File: config.mk
export PLATFORM = sky130hd
export DESIGN_NAME = regfile_wb_ctrl
export DESIGN_NICKNAME = d
export VERILOG_FILES = /design/src/rtl/regfile_pkg.sv /design/src/rtl/wb_rr_arbiter.sv /design/src/rtl/regfile_wb_ctrl.sv
export SDC_FILE = /design/constraint.sdc
export NUM_CORES = 1
export LEC_CHECK = 0
export BUFFER_PORTS_ARGS = -buffer_cell sky130_fd_sc_hd__buf_4
export CAP_MARGIN = 0
export CORE_MARGIN = 2
export CORE_UTILIZATION = 48
export DETAILED_ROUTE_END_ITERATION = 16
export PLACE_DENSITY = 0.77
export SYNTH_ARGS = -nofsm -noshare
export SYNTH_HDL_FRONTEND = slang
export SYNTH_SLANG_ARGS = --single-unit
File: constraint.sdc
create_clock -name clk_in -period 2.4 [get_ports clk_in]
set_input_delay 0.24 -clock clk_in [delete_from_list [all_inputs] [get_ports clk_in]]
set_output_delay 0.24 -clock clk_in [all_outputs]
set_load 0.01 [all_outputs]
File: src/rtl/regfile_pkg.sv
// Shared types and constants for the register-file write-back path.
// The write-back request payload is sized at the default register data width.
package regfile_pkg;

    localparam int unsigned REG_ADDR_WIDTH         = 5;
    localparam int unsigned GEN_REG_COUNT          = 32;
    localparam int unsigned REG_DATA_WIDTH_POW_DEF = 6;
    localparam int unsigned REG_DATA_WIDTH_DEF     = 1 << REG_DATA_WIDTH_POW_DEF;

    typedef enum logic {
        WB_SRC_ALU = 1'b0,
        WB_SRC_MEM = 1'b1
    } wb_src_e;

    typedef struct packed {
        logic                          valid;
        logic [REG_ADDR_WIDTH-1:0]     rd;
        logic [REG_DATA_WIDTH_DEF-1:0] data;
    } wb_req_t;

    function automatic wb_src_e wb_src_other(input wb_src_e src);
        return (src == WB_SRC_ALU) ? WB_SRC_MEM : WB_SRC_ALU;
    endfunction

endpackage

File: src/rtl/wb_rr_arbiter.sv
// Two-way write-back arbiter (ALU vs load unit), one grant per cycle.
// WB_ROUND_ROBIN_EN selects round-robin on contention; otherwise mem has fixed priority.
module wb_rr_arbiter
    import regfile_pkg::*;
(
`ifdef WB_ROUND_ROBIN_EN
    input  logic       clk_in,
    input  logic       reset,
`endif
    input  logic       alu_valid,
    input  logic       mem_valid,
    output logic [1:0] grant_c,
    output wb_src_e    sel_c
);

`ifdef WB_ROUND_ROBIN_EN
    // ptr_q names the source that wins the next contended cycle
    wb_src_e ptr_q;
    wb_src_e ptr_d;

    always_ff @(posedge clk_in) begin
        if (reset) begin
            ptr_q <= WB_SRC_ALU;
        end else begin
            ptr_q <= ptr_d;
        end
    end

    always_comb begin
        ptr_d   = ptr_q;
        sel_c   = WB_SRC_ALU;
        grant_c = '0;
        if (alu_valid && mem_valid) begin
            sel_c = ptr_q;
            ptr_d = wb_src_other(ptr_q);
        end else if (mem_valid) begin
            sel_c = WB_SRC_MEM;
        end
        grant_c[0] = alu_valid && (sel_c == WB_SRC_ALU);
        grant_c[1] = mem_valid && (sel_c == WB_SRC_MEM);
    end
`else
    always_comb begin
        sel_c      = mem_valid ? WB_SRC_MEM : WB_SRC_ALU;
        grant_c    = '0;
        grant_c[0] = alu_valid && !mem_valid;
        grant_c[1] = mem_valid;
    end
`endif

endmodule

File: src/rtl/regfile_wb_ctrl.sv
// Register-file write-back controller: arbitrates ALU/load write-backs onto the single
// write port through a registered stage and keeps a per-register pending-write scoreboard.
// Optional round-robin arbitration via WB_ROUND_ROBIN_EN (default: mem over alu priority).
module regfile_wb_ctrl
    import regfile_pkg::*;
#(
    parameter  int unsigned REG_DATA_WIDTH_POW = 6,
    localparam int unsigned REG_DATA_WIDTH     = 1 << REG_DATA_WIDTH_POW
) (
    input  logic                      clk_in,
    input  logic                      reset,
    input  logic                      issue_valid_in,
    input  logic [REG_ADDR_WIDTH-1:0] issue_rd_in,
    input  logic [REG_ADDR_WIDTH-1:0] issue_rs1_in,
    input  logic [REG_ADDR_WIDTH-1:0] issue_rs2_in,
    output logic                      issue_ready_out,
    input  logic                      alu_valid_in,
    input  logic [REG_ADDR_WIDTH-1:0] alu_rd_in,
    input  logic [REG_DATA_WIDTH-1:0] alu_data_in,
    output logic                      alu_ready_out,
    input  logic                      mem_valid_in,
    input  logic [REG_ADDR_WIDTH-1:0] mem_rd_in,
    input  logic [REG_DATA_WIDTH-1:0] mem_data_in,
    output logic                      mem_ready_out,
    output logic                      rf_write_en_out,
    output logic [REG_ADDR_WIDTH-1:0] rf_rd_out,
    output logic [REG_DATA_WIDTH-1:0] rf_write_data_out,
    output logic [GEN_REG_COUNT-1:0]  busy_out
);

    logic [GEN_REG_COUNT-1:0] busy_q;
    logic [GEN_REG_COUNT-1:0] busy_d;
    wb_req_t                  alu_req;
    wb_req_t                  mem_req;
    wb_req_t                  sel_req;
    logic [1:0]               grant_c;
    wb_src_e                  sel_c;
    logic                     issue_fire_c;
    logic                     wb_fire_c;

    // Requests are masked during reset so no grant can be produced
    always_comb begin
        alu_req = '{valid: alu_valid_in && !reset, rd: alu_rd_in,
                    data: REG_DATA_WIDTH_DEF'(alu_data_in)};
        mem_req = '{valid: mem_valid_in && !reset, rd: mem_rd_in,
                    data: REG_DATA_WIDTH_DEF'(mem_data_in)};
        sel_req = (sel_c == WB_SRC_MEM) ? mem_req : alu_req;
    end

    wb_rr_arbiter u_arb (
`ifdef WB_ROUND_ROBIN_EN
        .clk_in    (clk_in),
        .reset     (reset),
`endif
        .alu_valid (alu_req.valid),
        .mem_valid (mem_req.valid),
        .grant_c   (grant_c),
        .sel_c     (sel_c)
    );

    assign alu_ready_out = grant_c[0];
    assign mem_ready_out = grant_c[1];
    assign wb_fire_c     = sel_req.valid;

    // No forwarding: a bit being cleared this cycle still stalls issue
    assign issue_ready_out = !reset && !busy_q[issue_rs1_in]
                             && !busy_q[issue_rs2_in] && !busy_q[issue_rd_in];
    assign issue_fire_c    = issue_valid_in && issue_ready_out;

    always_comb begin
        busy_d = busy_q;
        if (rf_write_en_out) begin
            busy_d[rf_rd_out] = 1'b0;
        end
        if (issue_fire_c && (issue_rd_in != '0)) begin
            busy_d[issue_rd_in] = 1'b1;
        end
        busy_d[0] = 1'b0;
    end

    always_ff @(posedge clk_in) begin
        if (reset) begin
            busy_q <= '0;
        end else begin
            busy_q <= busy_d;
        end
    end

    assign busy_out = busy_q;

    // Registered write port; writes to x0 are accepted but never enabled
    always_ff @(posedge clk_in) begin
        if (reset) begin
            rf_write_en_out   <= 1'b0;
            rf_rd_out         <= '0;
            rf_write_data_out <= '0;
        end else if (wb_fire_c) begin
            rf_write_en_out   <= (sel_req.rd != '0);
            rf_rd_out         <= sel_req.rd;
            rf_write_data_out <= REG_DATA_WIDTH'(sel_req.data);
        end else begin
            rf_write_en_out   <= 1'b0;
        end
    end

endmodule
==> reports/summary.txt <==
Num rows = 41
CP Max Fanout = 9
Chip width = 116 um
Crit path kind = reg -> out
IO Count = 263
# nets final = 1098
First-pass GRT wire length = 30.5 mm
Status = completed
Slowest Stage Delay on Critical Path = 0.47 ns
Syn Nets = 867
Post-Syn Area = 0.00607 mm^2
Synthesized area per cell = 8.56 um^2
CP cell instances = mux4_2 > a32o_1 > inv_1 > nand4_1 > nor3_4 > buf_4
Ys flop type = dfxtp_1
Register area share after synthesis = 0.333
Post-synth EDFFs = 0
Via Count = 6072
Die Footprint = 0.0136 mm^2
ANT cells = 0
Hold buffers post-CTS = 0
Detail-routed net length per standard cell = 18.1 um
Worst setup SP type = register
Synth async-reset ratio = 0
MaxCap Viol Count = 0
Hold WC Path Type = in -> reg
Worst path slowest cell = mux4_2
Cell count after synthesis = 709
Drt total wl = 20.2 mm
Worst Slack Setup Final = 0.0840 ns
Worst-Margin Slew = 0.531 ns
Max-Slew Margin vs Limit = 0.646
Root Driver = clkbuf_16
YS warnings = 0
Post-Place Worst Slack = 0.250 ns
Ratio of cells with drive above 1 in the final layout = 0.375
Crit path required time = 2.16 ns
Data arrival, critical path = 2.08 ns
LEAKAGE = 3.82 nW
Placed insts = 1101
Gpl congestion = 0.863
Final std cells w/o fill = 1117
Initial Util = 0.487
Final Skew = 0.0120 ns
Clk_lat worst skew = 0.36 ns
Critical Path Sink Type = output port
Detailed Routing Iterations Pass 1 = 5
Number of filler cells placed in the layout = 1099
GRT Overall Usage = 0.294
Detail Route Antenna Nets = 0
Synth unique cells = 52
Register bit count reported by yosys = 101
Area of the core = 0.0125 mm^2
Reg clk slew, reported paths = 0.07 ns
Commonest non-fill, non-tap cell in the layout = buf_4
Clock sinks = 101
Final setup fails = 0
Die height = 116 um
DRC = 0
Worst-case clock buffer depth = 2
Peak VDD IR = 0.494 mV
P per Cell Area = 489 mW/mm^2
CTS tree = done
Total gr overflow = 0
Initial antenna violation count = 0
# port buffers = 261
Largest net degree at the start of global routing = 65
Layout area overhead = 38.2%
Most frequent cells in the layout = buf_4 (277), nor2_1 (160), dfxtp_1 (99)
Fin. Hold Viols = 0
Detailed Place HPWL = 15.1 mm
CTS buffer count = 9
Overall Power = 0.00410 W
Min cycle time layout = 2.32 ns
Vias in the first global route = 5781
Routed vias/inst = 5.44
H-tree depth reported by CTS = 3
Max-slew violations = 0
Util after Layout = 0.673
Tcrit/Tclk final = 0.965
Fmax = 0.432 GHz
DR iter-0 viols = 431
==> state kept, by name (all words and copies together), names as in the netlist <==
signal / flops
rf_write_en_out: 1
rf_rd_out: 5
rf_write_data_out: 64
busy_out: 31
==> stage by stage <==
step,hold WS (ns),setup TNS (ns),instance area (um^2)
after floorplan,0.381,0,6070
after global placement,0.469,0,8100
after detailed placement,0.476,0,8100
after CTS,0.0997,0,8370
after global routing,0.105,-0.0140,8390
final,0.107,0,8390
==> power breakdown <==
group          total (W)  switching (W)  internal, W
registers        0.00182      0.0000610      0.00176
clock network    0.00138       0.000657     0.000728
logic           0.000897       0.000447     0.000450
total            0.00410        0.00117      0.00293
==> synthesized netlist by cell type, types with 3 or more instances <==
| library cell | instances | area share |
|---|---|---|
| nand3_1 | 25 | 0.021 |
| or3_1 | 8 | 0.0083 |
| a21oi_1 | 73 | 0.060 |
| and3_1 | 3 | 0.0031 |
| nand2_1 | 26 | 0.016 |
| nor2_1 | 160 | 0.099 |
| nand3b_1 | 21 | 0.026 |
| o31ai_2 | 29 | 0.060 |
| mux4_1 | 4 | 0.017 |
| inv_1 | 3 | 0.0019 |
| buf_6 | 9 | 0.017 |
| or2_2 | 3 | 0.0031 |
| o21ai_0 | 19 | 0.016 |
| mux4_2 | 9 | 0.033 |
| clkbuf_1 | 38 | 0.024 |
| nor3_1 | 4 | 0.0033 |
| mux2i_1 | 86 | 0.14 |
| dfxtp_1 | 101 | 0.33 |
| nor3b_1 | 4 | 0.0050 |
| nand2b_1 | 9 | 0.0093 |
| nor2b_1 | 27 | 0.028 |
| buf_1 | 4 | 0.0025 |
| buf_2 | 6 | 0.0050 |
==> cell type report <==
class	count	area, um^2	area share
sequential	101	2020	0.241
tap	172	215	0.0257
clock inverter	6	36.3	0.00433
clock buffer	10	239	0.0285
inverter	3	11.3	0.00134
timing repair buffer	279	2120	0.253
multi-input combinational	546	3740	0.446
==> what timing repair did <==
item	4_1_cts	5_1_grt
setup buffers	0	0
endpoints found under the setup margin	0	1
gates resized for setup	0	4
==> routing by layer <==
| layer | global-route usage | vias up | part of all wire |
|---|---|---|---|
| li1 | - | 2964 | - |
| met4 | 0.101 | 0 | 0.026 |
| met5 | 0 | - | 0 |
| met2 | 0.493 | 272 | 0.49 |
| met1 | 0.352 | 2797 | 0.39 |
| met3 | 0.104 | 39 | 0.093 |
==> cell families after synthesis <==
family / Yosys count / share of synthesized area
DFF: 101 / 0.333
buffers and inverters: 62 / 0.0520
other: 1 / 0.000618
AOI/OAI and AO/OA: 140 / 0.169
and+or+nand+nor: 302 / 0.243
muxes: 103 / 0.201
==> path summary, 6_finish.rpt <==
kind | end | from | cells after the start | slack (ns)
hold reg to reg | busy_out[1]$_SDFF_PP0_ | busy_out[1]$_SDFF_PP0_ | 2 | 0.56
setup / recovery | issue_ready_out | busy_out[13]$_SDFF_PP0_ | 6 | 0.08
hold / removal | rf_write_data_out[36]$_SDFFE_PP0N_ | mem_data_in[36] | 3 | 0.11
setup reg to reg | busy_out[1]$_SDFF_PP0_ | busy_out[22]$_SDFF_PP0_ | 6 | 0.37
==> critical path: cells and delay by family, from the launching register on <==
family / cells / cell delay (ns)
multiplexers: 1 / 0.47
flip-flops: 1 / 0.37
buffers and inverters: 2 / 0.23
AO/OA/AOI/OAI: 1 / 0.37
AND/OR/NAND/NOR: 2 / 0.28
Note: power is estimated with default switching activity, not from simulation.
